<file path="src/rtl/rr_arbiter_2_x_1.sv">
// rtl/rr_arbiter_2_x_1.sv - two-source round-robin arbiter with one-entry registered output stage
module rr_arbiter_2_x_1 #(
    parameter int WIDTH = 8
) (
    input  logic             clk,
    input  logic             rst,
    input  logic             a_valid,
    input  logic [WIDTH-1:0] a_data,
    output logic             a_ready,
    input  logic             b_valid,
    input  logic [WIDTH-1:0] b_data,
    output logic             b_ready,
    output logic             select,
    output logic             m_valid,
    output logic [WIDTH-1:0] m_data,
    output logic             m_src,
    input  logic             m_ready,
    output logic [7:0]       cnt_a,
    output logic [7:0]       cnt_b
);

    typedef enum logic {
        EMPTY = 1'b0,
        FULL  = 1'b1
    } state_t;

    state_t           r_state;
    logic             r_last_a;
    logic             r_select;
    logic             r_m_src;
    logic [WIDTH-1:0] r_m_data;
    logic [7:0]       r_cnt_a;
    logic [7:0]       r_cnt_b;

    logic w_load;
    logic w_grant_a;
    logic w_grant_b;
    logic w_grant;

    // In FULL, m_valid is 1, so the drain term reduces to m_ready; reset masks all grants.
    assign w_load    = !rst && ((r_state == EMPTY) || m_ready);
    assign w_grant_a = w_load && a_valid && (!b_valid || !r_last_a);
    assign w_grant_b = w_load && b_valid && (!a_valid ||  r_last_a);
    assign w_grant   = w_grant_a || w_grant_b;

    assign a_ready = w_grant_a;
    assign b_ready = w_grant_b;
    assign select  = w_grant ? w_grant_a : r_select;
    assign m_valid = (r_state == FULL);
    assign m_data  = r_m_data;
    assign m_src   = r_m_src;
    assign cnt_a   = r_cnt_a;
    assign cnt_b   = r_cnt_b;

    always_ff @(posedge clk) begin
        if (rst) begin
            r_state  <= EMPTY;
            r_last_a <= 1'b0;
            r_select <= 1'b0;
            r_m_src  <= 1'b0;
            r_m_data <= '0;
            r_cnt_a  <= 8'd0;
            r_cnt_b  <= 8'd0;
        end else if (w_grant) begin
            r_state  <= FULL;
            r_last_a <= w_grant_a;
            r_select <= w_grant_a;
            r_m_src  <= w_grant_a;
            r_m_data <= w_grant_a ? a_data : b_data;
            if (w_grant_a) r_cnt_a <= r_cnt_a + 8'd1;
            else           r_cnt_b <= r_cnt_b + 8'd1;
        end else if (r_state == FULL && m_ready) begin
            r_state <= EMPTY;
        end
    end

endmodule
</file>
<file path="config.mk">
export PLATFORM = sky130hd
export DESIGN_NAME = rr_arbiter_2_x_1
export DESIGN_NICKNAME = d
export VERILOG_FILES = /design/src/rtl/rr_arbiter_2_x_1.sv
export SDC_FILE = /design/constraint.sdc
export NUM_CORES = 1
export LEC_CHECK = 0
export ABC_AREA = 1
export ABC_CLOCK_PERIOD_IN_PS = 2100
export BUFFER_PORTS_ARGS = -buffer_cell sky130_fd_sc_hd__clkbuf_2
export CAP_MARGIN = 20
export CELL_PAD_IN_SITES_DETAIL_PLACEMENT = 0
export CELL_PAD_IN_SITES_GLOBAL_PLACEMENT = 1
export CORE_MARGIN = 2
export CORE_UTILIZATION = 33
export DETAILED_ROUTE_END_ITERATION = 8
export PLACE_DENSITY_LB_ADDON = 0.1
export REMOVE_ABC_BUFFERS = 1
export SLEW_MARGIN = 20
export SYNTH_ARGS = -nofsm -noshare
export SYNTH_HDL_FRONTEND = slang
export SYNTH_SLANG_ARGS = --single-unit
export TNS_END_PERCENT = 20
</file>
<file path="constraint.sdc">
create_clock -name clk -period 2.1 [get_ports clk]
set_input_delay 0.63 -clock clk [delete_from_list [all_inputs] [get_ports clk]]
set_output_delay 0.63 -clock clk [all_outputs]
set_load 0.1 [all_outputs]
</file>
==> results.yml, run 1 <==
status:
  status: "completed"
pwr:
  fin_total_pwr_w: 0.00124
  vdd_ir_drop_max_mv: 0.341
  power.static_leakage_nw: 0.839
  power.density_nw_per_um2: 704
die:
  coreArea_um2: 3940
  die_x_um: 67.8
  dieArea_um2: 4590
  rows: 23
  ios: 50
  fp.dieH_um: 67.8
  start_util_pct: 34.0
logic_synthesis:
  yosysTopAreaCell: "dfxtp_1"
  synth_most_common_cell: "nand2_1"
  ys.flop_type: "dfxtp_1"
  synth_area_leaders: "dfxtp_1 (40%), nand2_1 (14%), a21oi_1 (7.5%), nand3_1 (5.6%), inv_1 (5.3%)"
  ys_seq_area_share_pct: 40.3
  ys_ff_latch: 27
  ys_types: 25
  synthArstFlopShare_pct: 0
  yosysTopAreaCellShare_pct: 40.3
  ys_top_cells_by_count: "nand2_1 (49), dfxtp_1 (27), a21oi_1 (20), inv_1 (19), nor2_1 (16)"
  syn_inst: 186
  synth_area_um2: 1340
  synth_area_per_cell_um2: 7.21
  yosysWarnings: 0
  synth_edf_count: 0
setup_path:
  critPathMaxFanout: 3
  r2r_slack_ns: 0.63
  critical_path_class: "in -> out"
  reg2reg_depth: 7
  crit_path_start_kind: "input pin"
  cp_data_arrival_time_ns: 1.36
  required_ns: 1.47
  reg2reg_to: "cnt_a[6]"
  r2r_start: "m_valid"
  endpoint_kind: "primary output"
cells_and_area:
  area_growth_pct: 30.8
  antenna-diode-count: 0
  stdcell_count: 291
  fin_area_um2: 1750
  final_layout_size_suffix_gt1_share_pct: 28.2
  final_nets: 265
sta:
  fmax_mhz: 503
  period_needed_ns: 1.99
  slew_violations: 0
  setup_violations: 0
  fin_setup_tns_ns: 0
  holdWs_ns: 0.471
  rsz0062_at_grt: "no"
  min_period_over_period_pct: 94.7
  tightest_slew_ns: 0.553
  relSlewSlack_pct: 63.3
  skew_ns: 0.00658
  hold_viol: 0
global_routing:
  first_global_vias: 1239
  grt_overflow: 0
  antenna_found_initial: 0
  grt_pass1_wl_um: 5510
  grt_usage_pct: 15.7
  grt_max_degree: 22
routing:
  avgRoutedWirePerCell_um: 11.3
  drcViolationCount: 0
  antenna_left: 0
  vias: 1356
  routed_wl_um: 3280
  drtIter0Drc: 27
  drt_pass1_iterations: 4
  via_per_inst: 4.66
cts:
  clkLatencyLatePin_ns: 0.27
  h-tree-depth: 1
  ctsHoldBuffers: 0
  cts_setup_buffers: 0
  clk_pin_slew_worst_paths_ns: 0.09
  post_cts_resized: 0
  cts_buffer_depth: 2
  cts_sinks: 27
  cts_root_buf: "clkbuf_8"
  cts_tree: "yes"
  numCtsBuffers: 3
place:
  dp_hpwl_um: 2600
  post_dp_cell_area_um2: 1710
  port-buffer-count: 49
  gp_congestion: 0.705
  place_inst: 287
hold_path:
  whs_path_depth: 2
  min_to: "m_data[6]"
  hp-start: "m_data[6]"
  min_path_type: "reg -> reg"
run:
  max-cap-violations: 0
## worst max-delay path, cell delays in order
cell	delay, ns
clkbuf_2	0.08
inv_1	0.04
nand2_1	0.11
nand2_2	0.13
nor2_4	0.17
buf_12	0.19
## flip-flops by register name, indices dropped and copies added (netlist names)
register	flops
r_select	1
cnt_a	8
m_src	1
m_valid	1
cnt_b	8
m_data	8
## stage by stage
| stage | utilization [%] | setup WS [ns] |
|---|---|---|
| after detailed placement | 43.3 | 0.101 |
| after global placement | 43.3 | 0.106 |
| after CTS | 44.5 | 0.0947 |
| after global routing | 44.5 | 0.0317 |
| final | 44.5 | 0.112 |
| after floorplan | - | -0.581 |
## cell families (layout without fill, tap and decap cells)
| group | count (synthesis) | after routing | synth area share, % |
|---|---|---|---|
| and+or+nand+nor | 93 | 93 | 31.6 |
| AOI/OAI and AO/OA | 36 | 36 | 15.6 |
| DFF | 27 | 27 | 40.3 |
| buffers and inverters | 27 | 82 | 9.98 |
| adders and majority gates | 2 | 2 | 1.87 |
| xor gates and xnor gates | 1 | 1 | 0.653 |
## layout by cell type, fill, tap and decap left out
master / synthesis / final
ha_1: 2 / 2
clkinvlp_4: 0 / 1
and3_1: 2 / 2
nand3_1: 15 / 15
xor2_1: 1 / 1
nand4_1: 2 / 2
nand2_1: 49 / 49
nor2_1: 16 / 16
inv_1: 19 / 19
a21oi_1: 20 / 20
nor2_8: 1 / 1
buf_12: 0 / 3
a31oi_1: 1 / 1
nand3b_1: 1 / 1
inv_4: 1 / 1
clkbuf_2: 0 / 46
nor3_1: 2 / 2
buf_4: 2 / 9
nor3b_1: 1 / 1
o21a_1: 2 / 2
nand2_2: 2 / 2
o21bai_1: 8 / 8
o31ai_1: 1 / 1
clkbuf_8: 0 / 3
dfxtp_1: 27 / 27
o21ai_0: 4 / 4
nor2_4: 2 / 2
## metal layers
| metal | track usage [%] | part of all wire, % | wire length (um) |
|---|---|---|---|
| met5 | 0 | 0 | 0 |
| met4 | 5.36 | 0.64 | 21 |
| met1 | 19.6 | 47 | 1540 |
| met2 | 26.8 | 47 | 1550 |
| met3 | 3.00 | 5.3 | 173 |
## report_power, final
group	leakage [nW]	internal, W	switching [W]
clock network	0.0217	0.000135	0.000164
logic	0.598	0.0000939	0.000292
registers	0.220	0.000535	0.0000163
## worst max path at each step
stage | end | cells past startpoint | slack (ns) | start
2_1_floorplan | select | 7 | -0.58 | m_src
3_3_place_gp | a_ready | 6 | 0.11 | m_ready
3_5_place_dp | a_ready | 6 | 0.10 | m_ready
4_1_cts | a_ready | 6 | 0.09 | m_ready
5_1_grt | select | 8 | 0.03 | m_src
6_report | a_ready | 6 | 0.11 | m_ready
## layout make-up
| cell class | instances | area (um^2) |
|---|---|---|
| clock buffer | 3 | 41.3 |
| clock inverter | 1 | 7.51 |
| fill | 411 | 2190 |
| inverter | 20 | 77.6 |
| multi-input combinational | 132 | 667 |
| sequential | 27 | 541 |
| tap | 50 | 62.6 |
| timing repair buffer | 58 | 358 |
Power figures use the tool's default switching activity.
==> run 2, diff against run 1 <==
- ABC_AREA: 1 -> unset
==> run 2 against run 1 <==
Against the previous run:
- design area fell by 6.1%
- hold slack better by 0.0046 ns
- via count fell by 8.8%
- first-iteration DRC count grew 74%
==> results.yml, run 2 <==
sta:
  min_period_over_period_pct: 97.9
  setup_violations: 0
  relSlewSlack_pct: 63.6
  rsz0062_at_grt: "no"
  tightest_slew_ns: 0.548
  skew_ns: 0.00470
  worst_slack_ns: 0.0441
  slew_violations: 0
  fmax_mhz: 486
  period_needed_ns: 2.06
  hold_viol: 0
place:
  post_dp_cell_area_um2: 1580
  place_inst: 236
  gp_congestion: 0.763
  pre_cts_slack_ns: -0.123
  port-buffer-count: 49
  dp_hpwl_um: 2360
cts:
  h-tree-depth: 1
  cts_sinks: 27
  cts_tree: "yes"
  clkLatencyLatePin_ns: 0.32
  cts_buffer_depth: 2
  ctsHoldBuffers: 0
  clk_pin_slew_worst_paths_ns: 0.15
  cts_root_buf: "clkbuf_4"
  numCtsBuffers: 3
logic_synthesis:
  synth_edf_count: 0
  synth_area_per_cell_um2: 8.67
  ys_seq_area_share_pct: 44.9
  yosysWarnings: 0
  synthArstFlopShare_pct: 0
  synth_area_leaders: "dfxtp_1 (45%), nand2_1 (7.2%), a21oi_1 (5.8%), a211oi_1 (5.0%), nor2_1 (3.4%)"
  ys_ff_latch: 27
  yosysTopAreaCellShare_pct: 44.9
  syn_inst: 139
  synth_area_um2: 1200
  ys_top_cells_by_count: "dfxtp_1 (27), nand2_1 (23), a21oi_1 (14), nor2_1 (11)"
  synth_most_common_cell: "dfxtp_1"
  yosysTopAreaCell: "dfxtp_1"
  ys_types: 31
  ys.flop_type: "dfxtp_1"
cells_and_area:
  final_nets: 219
  area_growth_pct: 36.8
  final_common_cell: "clkbuf_2"
  final_layout_size_suffix_gt1_share_pct: 39.0
  antenna-diode-count: 0
  stdcell_count: 241
  fin_area_um2: 1650
  final_cell_mix: "clkbuf_2 (45), dfxtp_1 (26), nand2_1 (21)"
hold_path:
  min_path_type: "reg -> reg"
  hp-start: "m_data[2]"
die:
  start_util_pct: 35.3
  dieArea_um2: 4150
  coreArea_um2: 3420
  die_x_um: 64.4
  ios: 50
  rows: 21
  fp.dieH_um: 64.4
setup_path:
  endpoint_kind: "primary output"
  cp_slowest_cell: "buf_12"
  startpoint: "b_valid"
  crit_top_cell: "buf_6"
  crit_chain: "clkbuf_2 > buf_6 > o2111ai_4 > buf_6 > inv_2 > buf_12"
  r2r_start: "m_valid"
  required_ns: 1.47
  cp_data_arrival_time_ns: 1.43
  crit_path_start_kind: "input pin"
  max_stage_delay_ns: 0.17
  critPathMaxFanout: 4
  critical_path_class: "in -> out"
global_routing:
  antenna_found_initial: 0
  grt_max_degree: 17
  grt_overflow: 0
  first_global_vias: 1106
  grt_pass1_wl_um: 5060
  grt_usage_pct: 15.6
routing:
  vias: 1237
  drt_pass1_iterations: 4
  routed_wl_um: 3120
  drcViolationCount: 0
  drtIter0Drc: 47
  antenna_left: 0
  via_per_inst: 5.13
  avgRoutedWirePerCell_um: 13.0
status:
  status: "completed"
pwr:
  power.density_nw_per_um2: 693
  power.static_leakage_nw: 0.708
  vdd_ir_drop_max_mv: 0.344
run:
  max-cap-violations: 0
-- run 2: cell count changes in the layout (fill, tap and decap cells not counted), moves of 5 or more --
| cell | previous run | this run |
|---|---|---|
| o21bai_1 | 8 | 0 |
| a211oi_1 | 0 | 8 |
| nor2_1 | 16 | 11 |
| a21oi_1 | 20 | 14 |
| inv_1 | 19 | 1 |
| nand2_1 | 49 | 21 |
| nand3_1 | 15 | 7 |
-- run 2: final timing paths --
check	slack (ns)	to	cells past startpoint
worst max-delay path	0.04	b_ready	6
worst min-delay path	0.48	m_data[2]	2
worst max register to register	0.56	cnt_b[7]	5
worst min register to register	0.48	m_data[2]	2
-- run 2: area by class of cell --
| cell class | instances | area (um^2) |
|---|---|---|
| Clock buffer | 4 | 26.3 |
| Fill cell | 358 | 1770 |
| Tap cell | 46 | 57.6 |
| Timing Repair Buffer | 61 | 394 |
| Multi-Input combinational cell | 98 | 604 |
| Sequential cell | 27 | 542 |
| Inverter | 5 | 23.8 |
-- run 2: kinds of logic after synthesis --
group | count (synthesis) | synth area share (%)
and+or+nand+nor | 50 | 18.7
AOI/OAI and AO/OA | 41 | 23.9
DFF | 27 | 44.9
buffers and inverters | 14 | 6.54
muxes | 3 | 2.49
xor gates and xnor gates | 2 | 1.45
adders and majority gates | 2 | 2.08
-- run 2: through the flow --
step                hold WS, ns  power (W)  TNS (ns)  utilization [%]
floorplan                 0.438   0.000815    -10.82                -
global placement          0.446   0.000915    -0.178             46.3
detailed placement        0.462   0.000920    -0.230             46.3
CTS                       0.480    0.00114         0             47.5
global route              0.496    0.00119         0             48.2
finish                    0.475    0.00114         0             48.2
-- run 2: repair_timing --
action / CTS / global route
buffers inserted: 1 / 0
pin swaps: 1 / 4
endpoints found under the setup margin: 2 / 3
gates resized for setup: 3 / 11
cloned: 0 / 0
endpoints found under the hold margin: 0 / 0
-- run 2: per-layer routing --
layer / share of wire [%] / wire [um] / up-vias / global-route usage, %
li1: - / - / 615 / -
met4: 0.45 / 14 / 0 / 4.79
met3: 6.7 / 208 / 2 / 3.65
met1: 46 / 1420 / 578 / 20.7
met5: 0 / 0 / - / 0
met2: 47 / 1480 / 42 / 25.3
-- run 2: power breakdown --
group          internal (W)  switching, W
sequential         0.000536     0.0000217
combinational     0.0000902      0.000269
clock             0.0000743      0.000151
total              0.000701      0.000442
-- run 2: critical path: cells and delay by family --
kind | cells | cell delay (ns)
buffers and inverters | 5 | 0.62
AO/OA/AOI/OAI | 1 | 0.16
==> run 3, diff against run 2 <==
- SETUP_SLACK_MARGIN: unset -> 0.1
==> run 3 against run 2 <==
Against the previous run:
- total power grew 0.83%
- clock-buffer cell count is the same
- clock skew shrank 0.00060 ns
- critical path type unchanged
==> results.yml, run 3 (synthesized netlist as in run 2, its figures left out) <==
status:
  status: "completed"
sta:
  hold_viol: 0
  skew_ns: 0.00409
  min_period_over_period_pct: 96.0
  setup_violations: 0
  period_needed_ns: 2.02
  tightest_slew_ns: 0.548
  relSlewSlack_pct: 63.6
  holdWs_ns: 0.475
  fmax_mhz: 496
  rsz0062_at_grt: "yes"
  slew_violations: 0
setup_path:
  crit_chain: "clkbuf_2 > nand2b_4 > o2111ai_4 > buf_6 > inv_4 > buf_12"
  endpoint_kind: "primary output"
  cp_data_arrival_time_ns: 1.39
  max_stage_delay_ns: 0.17
  cp_slowest_cell: "buf_6"
  crit_path_start_kind: "input pin"
  required_ns: 1.47
  critPathMaxFanout: 4
  critical_path_class: "in -> out"
cts:
  numCtsBuffers: 3
  clkLatencyLatePin_ns: 0.32
  cts_buffer_depth: 2
  clk_pin_slew_worst_paths_ns: 0.15
  cts_tree: "yes"
  cts_sinks: 27
  cts_root_buf: "clkbuf_4"
  h-tree-depth: 1
pwr:
  power_frac_seq_pct: 48.4
  power.density_nw_per_um2: 685
  clkPwrFrac_pct: 19.6
  vdd_ir_drop_max_mv: 0.354
  switching_power_w: 0.000445
  internal_power_w: 0.000707
  power.static_leakage_nw: 0.722
  p_sw_share_pct: 38.6
  comb_power_share_pct: 32.0
global_routing:
  grt_max_degree: 17
  grt_overflow: 0
  antenna_found_initial: 0
  first_global_vias: 1119
  grt_pass1_wl_um: 5130
  grt_usage_pct: 15.8
die:
  coreArea_um2: 3420
  dieArea_um2: 4150
  fp.dieH_um: 64.4
  rows: 21
  start_util_pct: 35.3
  ios: 50
  die_x_um: 64.4
run:
  max-cap-violations: 0
routing:
  antenna_left: 0
  routed_wl_um: 3180
  drt_pass1_iterations: 4
  drtIter0Drc: 52
  drcViolationCount: 0
  avgRoutedWirePerCell_um: 13.1
  via_per_inst: 5.05
  vias: 1227
place:
  dp_hpwl_um: 2360
  port-buffer-count: 49
  gp_congestion: 0.763
  post_dp_cell_area_um2: 1580
cells_and_area:
  final_util_pct: 49.3
  final_cell_mix: "clkbuf_2 (44), dfxtp_1 (26), nand2_1 (21)"
  final_layout_size_suffix_gt1_share_pct: 39.6
  fin_area_um2: 1680
  area_growth_pct: 39.7
  final_common_cell: "clkbuf_2"
  final_nets: 221
  antenna-diode-count: 0
hold_path:
  min_path_type: "reg -> reg"
-- run 3: changes by cell type in the layout (fill, tap and decap cells not counted), sizes merged --
cell,change
buf,+2
-- run 3: final cells by class --
cell class	instances	area, um^2
Tap cell	46	57.6
Sequential cell	27	544
Fill cell	349	1730
Inverter	5	28.8
Multi-Input combinational cell	98	604
Timing Repair Buffer	63	422
Clock buffer	4	26.3
-- run 3: final timing paths --
check,start,endpoint,slack (ns),cells after the start
setup / recovery,m_ready,b_ready,0.08,6
hold / removal,m_data[2],m_data[2],0.48,2
hold reg to reg,m_data[2],m_data[2],0.48,2
setup reg to reg,m_valid,cnt_b[7],0.57,5
-- run 3: power groups by stage --
stage / Sequential (W) / Combinational [W] / Clock (W)
finish: 0.000558 / 0.000369 / 0.000226
global route: 0.000562 / 0.000387 / 0.000254
CTS: 0.000559 / 0.000366 / 0.000231
detailed placement: 0.000568 / 0.000352 / 0
global placement: 0.000566 / 0.000349 / 0
floorplan: 0.000723 / 0.0000924 / 0
-- run 3: what timing repair did --
item / CTS / global route
endpoints found under the setup margin: 3 / 4
gates resized for setup: 14 / 3
setup buffers: 2 / 1
hold buffers: 0 / 0
pin swaps: 4 / 2
-- run 3: stage by stage --
stage / setup TNS, ns / instances / total power, W / setup slack (ns)
after floorplan: -10.82 / 130 / 0.000815 / -0.858
after global routing: 0 / 243 / 0.00120 / 0.0417
after CTS: 0 / 242 / 0.00116 / 0.0783
after detailed placement: -0.230 / 236 / 0.000920 / -0.123
after global placement: -0.178 / 236 / 0.000915 / -0.0936
final: 0 / 243 / 0.00115 / 0.0840
-- run 3: critical path: cells and delay by family --
kind                   cells  cell delay, ns
and+or+nand+nor            1            0.14
AOI/OAI and AO/OA          1            0.15
buffers and inverters      4            0.46
-- run 3: routing by layer --
metal / global-route usage, % / vias up / wire length [um]
met5: 0 / - / 0
met4: 4.79 / 0 / 14
met3: 3.65 / 2 / 200
met2: 25.7 / 40 / 1490
met1: 20.9 / 569 / 1470
li1: - / 616 / -
